## src/rtl/aes_seq_pkg.sv

```systemverilog
// Shared types and constants for the AES round sequencer.
// Round counts for all AES key sizes let one sequencer serve every variant.
package aes_seq_pkg;

   localparam int unsigned NR_AES128 = 10;
   localparam int unsigned NR_AES192 = 12;
   localparam int unsigned NR_AES256 = 14;

   typedef enum logic [1:0] {
      RM_ADDKEY = 2'b00,
      RM_FULL   = 2'b01,
      RM_FINAL  = 2'b10
   } rnd_mode_t;

   typedef enum logic [1:0] {
      S_IDLE,
      S_RUN,
      S_OUT
   } seq_state_t;

endpackage

```

## src/rtl/aes192_round_sequencer.sv

```systemverilog
// Sequences one block through NR+1 round operations on an external round engine,
// driving the round-key select and returning the ciphertext over valid/ready.
module aes192_round_sequencer
   import aes_seq_pkg::*;
#(
   parameter int unsigned NR        = NR_AES192,
   parameter int unsigned SEL_W     = 4,
   parameter int unsigned DATA_W    = 128,
   parameter int unsigned ROUND_LAT = 1
) (
   input  logic              ap_clk,
   input  logic              ap_rst_n,
   input  logic              key_ready,
   input  logic [DATA_W-1:0] in_data,
   input  logic              in_valid,
   output logic              in_ready,
   output logic [SEL_W-1:0]  rk_sel,
   output logic [1:0]        rnd_mode,
   output logic              rnd_start,
   output logic [DATA_W-1:0] rnd_state,
   input  logic [DATA_W-1:0] rnd_result,
   output logic [DATA_W-1:0] out_data,
   output logic              out_valid,
   input  logic              out_ready,
   output logic              busy,
   output logic              key_lost
);

   // ROUND_LAT is limited to 1..4, so a 2-bit latency counter always suffices.
   localparam logic [1:0]       LAT_LAST = 2'(ROUND_LAT - 1);
   localparam logic [SEL_W-1:0] NR_SEL   = SEL_W'(NR);

   seq_state_t        fsm_q, fsm_d;
   logic [SEL_W-1:0]  round_q, round_d;
   logic [1:0]        lat_cnt_q, lat_cnt_d;
   logic [DATA_W-1:0] state_q, state_d;
   logic              key_lost_q, key_lost_d;
   rnd_mode_t         mode;

   always_ff @(posedge ap_clk or negedge ap_rst_n) begin
      if (!ap_rst_n) begin
         fsm_q      <= S_IDLE;
         round_q    <= '0;
         lat_cnt_q  <= '0;
         state_q    <= '0;
         key_lost_q <= 1'b0;
      end else begin
         fsm_q      <= fsm_d;
         round_q    <= round_d;
         lat_cnt_q  <= lat_cnt_d;
         state_q    <= state_d;
         key_lost_q <= key_lost_d;
      end
   end

   always_comb begin
      fsm_d      = fsm_q;
      round_d    = round_q;
      lat_cnt_d  = lat_cnt_q;
      state_d    = state_q;
      key_lost_d = key_lost_q;
      in_ready   = 1'b0;
      rk_sel     = '0;
      mode       = RM_ADDKEY;
      rnd_start  = 1'b0;
      rnd_state  = '0;
      out_data   = '0;
      out_valid  = 1'b0;

      unique case (fsm_q)
         S_IDLE: begin
            // Gate with reset so nothing looks acceptable while reset is held.
            in_ready = key_ready & ap_rst_n;
            if (in_valid && in_ready) begin
               state_d    = in_data;
               round_d    = '0;
               lat_cnt_d  = '0;
               key_lost_d = 1'b0;
               fsm_d      = S_RUN;
            end
         end

         S_RUN: begin
            rk_sel    = round_q;
            rnd_state = state_q;
            rnd_start = (lat_cnt_q == 2'd0);
            if (round_q == '0) begin
               mode = RM_ADDKEY;
            end else if (round_q == NR_SEL) begin
               mode = RM_FINAL;
            end else begin
               mode = RM_FULL;
            end
            if (!key_ready) begin
               key_lost_d = 1'b1;
            end
            if (lat_cnt_q == LAT_LAST) begin
               state_d   = rnd_result;
               lat_cnt_d = '0;
               if (round_q == NR_SEL) begin
                  fsm_d = S_OUT;
               end else begin
                  round_d = round_q + SEL_W'(1);
               end
            end else begin
               lat_cnt_d = lat_cnt_q + 2'd1;
            end
         end

         S_OUT: begin
            out_valid = 1'b1;
            out_data  = state_q;
            if (!key_ready) begin
               key_lost_d = 1'b1;
            end
            if (out_ready) begin
               fsm_d = S_IDLE;
            end
         end

         default: begin
            fsm_d = S_IDLE;
         end
      endcase
   end

   assign rnd_mode = mode;
   assign busy     = (fsm_q != S_IDLE);
   assign key_lost = key_lost_q;

endmodule

```

## config.mk

```make
export PLATFORM = sky130hd
export DESIGN_NAME = aes192_round_sequencer
export DESIGN_NICKNAME = d
export VERILOG_FILES = /design/src/rtl/aes_seq_pkg.sv /design/src/rtl/aes192_round_sequencer.sv
export SDC_FILE = /design/constraint.sdc
export NUM_CORES = 1
export LEC_CHECK = 0
export BUFFER_PORTS_ARGS = -buffer_cell sky130_fd_sc_hd__buf_2
export CAP_MARGIN = 20
export CORE_AREA = 2 2 207 209
export CTS_CLUSTER_SIZE = 28
export DETAILED_ROUTE_END_ITERATION = 7
export DIE_AREA = 0 0 209 211
export SLEW_MARGIN = 10
export SYNTH_ARGS = -nofsm -noshare
export SYNTH_HDL_FRONTEND = slang
export SYNTH_SLANG_ARGS = --single-unit
```

## constraint.sdc

```tcl
create_clock -name ap_clk -period 2 [get_ports ap_clk]
set_clock_uncertainty 0.05 [all_clocks]
set_input_delay 0.2 -clock ap_clk [delete_from_list [all_inputs] [get_ports ap_clk]]
set_output_delay 0.2 -clock ap_clk [all_outputs]
set_load 0.01 [all_outputs]
```

# Word level (Yosys, flattened, before mapping)
# Cells that the tools add are included.
# word_totals
inputBits	261
elab_cells	57
register_bits	137
out_inout_bits	267
# classes
add_sub_neg	2
n_eq_ne	9
n_reduce_logical	13
muxes	27
bitwise_logic	1
# ops
operator	count
128-bit two-way mux	4
128-bit one-hot mux with 2 select lines	1
2-bit two-way mux	9
4-bit two-way mux	4
2-bit != test, second input constant	6
4-bit one-hot mux with 2 select lines	1
4-bit AND reduction	2
2-bit one-hot mux with 3 select lines	1
3-bit AND reduction	2
2-bit nonzero test	3
1-bit two-way mux	5
4-bit by 1-bit adder with 4-bit output, second input constant	1
4-bit equality test, second input constant	1
2-bit logical NOT	2
4-bit logical NOT	1
2-bit one-hot mux with 2 select lines	1
2-bit by 1-bit adder with 2-bit output, second input constant	1
2-bit by 1-bit equality test with 1-bit output, second input constant	1
2-bit equality test, second input constant	1
1-bit one-hot mux with 2 select lines	1
2-bit AND reduction	1
2-bit OR reduction	1
1-bit AND	1
1-bit logical AND	1

# Longest topological paths before layout
# logic_depth
word_depth	4
ltp_mapped	9
ltp_nobuf	6

# Least setup slack after synthesis
# Ideal clock, no wire load.
# synth_timing
path_kind	flip-flop to output port
start	register fsm_q[1]
end	output rnd_mode[0]
stages_incl_launch_ff	7
t_required_ps	1750
slack_ps	170
arrival_ps	1580
path_buffers	3
cell_sequence	dfrtp_1 inv_1 ha_1 buf_2 buf_2 clkbuf_1 a21boi_0
# synth_between
elab_chain_cells	2
# synth_lines
item	line_no	rtl
start, declared	aes192_round_sequencer.sv:33	seq_state_t fsm_q, fsm_d;
start signal, assigned	aes192_round_sequencer.sv:48	fsm_q <= fsm_d;
2-bit by 1-bit equality test with 1-bit output	aes192_round_sequencer.sv:70	unique case (fsm_q)
2-bit two-way mux	aes192_round_sequencer.sv:70	
end, declared	aes192_round_sequencer.sv:18	output logic [1:0] rnd_mode,
# No other way between the ends.

# Worst setup path in the final report
# layout_timing
start	register fsm_q[0]
end	output rnd_state[48]
# layout_between
elab_chain_cells	2
# layout_lines
item	line_no	rtl
2-bit by 1-bit equality test with 1-bit output	aes192_round_sequencer.sv:70	
128-bit two-way mux	aes192_round_sequencer.sv:70	
end, declared	aes192_round_sequencer.sv:20	output logic [DATA_W-1:0] rnd_state,
# No other way between the ends.

==> out/results.ini <==
[yosys]
synth_most_common_cell=and2_1
synth_fp_nets=1179
yosys_warnings=0
ys_ff_latch=137
syn_inst=908
async_flop_share_pct=100.0
seq_area_frac_synth_pct=41.50
synth_edf_count=0
synth_area_leaders=dfrtp_1 41%, and2_1 20%, mux2i_1 16%
synthDistinctLibCells=26
yosysTopAreaCellShare_pct=41.50
netlist_area_um2=8262
synth-main-ff-cell=dfrtp_1
postSynthAreaPerCell_um2=9.099
synth.top_cells.by_count=261 x and2_1, 137 x dfrtp_1, 132 x nand2_1
synth_top_cell_by_area=dfrtp_1

[global_route]
gr-total-overflow=0
antenna_found_initial=1
grt_pass1_vias=9702
grtUsageTotal_pct=15.58
grt_max_degree=96
grt_pass1_wl_mm=52.81

[worst_setup_path]
crit_path_max_fanout=8
crit_chain=ha_4, buf_12, buf_16, buf_12, buf_8, and2_1, buf_2
worstPathRequired_ns=1.75
end_kind=output port
worstPathArrival_ns=1.92
crit_slowest_cell=dfrtp_2
crit_path_start_kind=flip-flop
path_common_cell=buf_12
critPathMaxStageDelay_ns=0.44
critical_path_class=flip-flop to output port

[clocking]
clock_path_buffers=2
clk_latency_ns=0.43
cts_root_buf=clkbuf_16
htreeDepth=4
clkTransAtPathRegs_ns=0.06
cts_made_buffers=17
cts_tree=yes
clock_sinks=137

[pwr]
power.leakage_nw=8.950
clockPowerShare_pct=9.9
powerDensity_nw_per_um2=1657
seqPwrFrac_pct=18.9
power.internal_mw=17.87
power_mw=30.00
comb_power_share_pct=71.2
swShare_pct=40.45
switchingPower_mw=12.13
ir_worst_vdd_uv=952.0

[sta]
rsz0062_at_grt=true
hold_slack_ns=0.01430
hold_viol_final=0
layout_worst_path_cycle_share_pct=108.7
slew_violations=0
period_minus_slack_ns=2.175
worst_slack_ns=-0.1749
worst_slew_pin_slew_ns=0.6191
timing.fmax_mhz=459.8
setup-violations-final=315
relSlewSlack_pct=58.73

[floorplan]
coreArea_um2=41760
die_w_um=209
ios=528
fp.dieH_um=211
initial_core_util_pct=19.78
fp-row-count=75
die_area_um2=44100

[route]
drt-initial-drc-count=564
num_vias=10470
wl_per_cell_um=20.47
routed_wl_mm=47.05
ant_nets=0
firstDrtPassIters=5
viasPerCell=4.556
drc=0

[place]
dp.cells=1944
port_buffers=527
dpl.hpwl_mm=22.08
placed_area_um2=11740
post-place-ws_ns=0.09069
routabilityCongestion=0.8332

[finish]
fin_cells=2298
stdcell_area_um2=18100
antenna_cells=0
finalNetCount=2017
nFillCells=3664
synthToLayoutAreaGrowth_pct=119.1
drive_gt1_share_pct=55.43

[hold_path]
hp-class=input port to flip-flop

[run]
drv_cap=0

[status]
status=finished, violations left
violations=negative setup slack

## cells in the final DEF (no fill, tap or decap), drive strengths merged, types with 3 or more instances in the layout
master         n
a21oi          6
and2         261
buf          665
clkbuf        55
clkinv         4
dfrtp        137
dlygate4sd3  195
ha            10
inv            8
mux2i        131
nand2        132
nand3          3
o21ai        132
## critical path, delay by kind of cell, from the launching register on
family | cells | cell delay (ns)
flops | 1 | 0.44
simple gates | 1 | 0.14
buf+inv | 5 | 0.69
fa+ha+maj | 1 | 0.20
## registers in the layout (all words and copies together) (netlist names)
signal	count
fsm_q	2
key_lost	1
lat_cnt_q	2
round_q	4
state_q	128
## metal layers
layer  global-route usage [%]  up-vias  share of wire [%]
li1                         -     4680                  -
met1                    17.03     4972                 39
met2                    27.79      642                 49
met3                    3.717      176                6.6
met4                    8.695        0                5.2
met5                        0        -                  0
## through the flow
| step | utilization, % | TNS, ns |
|---|---|---|
| after CTS | 35.54 | -22.20 |
| after detailed placement | 28.10 | 0 |
| after floorplan | - | 0 |
| final | 43.35 | -19.66 |
| after global placement | 28.10 | 0 |
| after global routing | 43.35 | -43.98 |
## power groups by stage
stage | sequential (mW) | combinational (mW) | clock, mW
2_1_floorplan | 4.84 | 7.37 | 0
3_3_place_gp | 5.29 | 10.9 | 0
3_5_place_dp | 5.33 | 11.2 | 0
4_1_cts | 5.32 | 13.1 | 3.08
5_1_grt | 5.77 | 22.6 | 3.22
6_report | 5.66 | 21.4 | 2.98
## final cells by class
cell class              count  area [µm²]  share of cell area [%]
well taps                 539       674.4                   3.725
inverters                   8       30.03                  0.1659
repair buffers            890        8248                   45.56
flip-flops and latches    137        3430                   18.94
multi-input cells         692        5174                   28.58
clock buffers              26       509.2                   2.813
clock inverters             6       38.79                  0.2143
## final timing paths
kind / from / depth (start not counted) / end / slack (ns)
setup / recovery: fsm_q[0] / 7 / rnd_state[48] / -0.17
hold / removal: rnd_result[29] / 3 / state_q[29] / 0.01
max in group asynchronous: ap_rst_n / 4 / fsm_q[0] / 0.58
setup reg to reg: fsm_q[0] / 10 / state_q[37] / -0.13
min in group asynchronous: ap_rst_n / 3 / state_q[38] / 0.37
hold reg to reg: lat_cnt_q[0] / 1 / lat_cnt_q[0] / 0.45
## timing repair
action,CTS,global route
endpoints found under the hold margin,127,1
setup endpoints to repair,258,326
pin swaps,21,40
hold buffers,194,1
gates resized for setup,53,471
setup buffers,12,72
cloned,10,40
## logic make-up (layout without fill, tap and decap cells)
kind of cell	Yosys count	count (layout)	share of synthesized area, %
xor gates and xnor gates	1	1	0.1060
adders and majority gates	10	10	1.514
buffers and inverters	80	930	5.240
AOI/OAI and AO/OA	142	143	8.799
DFF	137	137	41.50
and+or+nand+nor	405	405	26.70
muxes	133	133	16.14
Power figures use the tool's default switching activity.
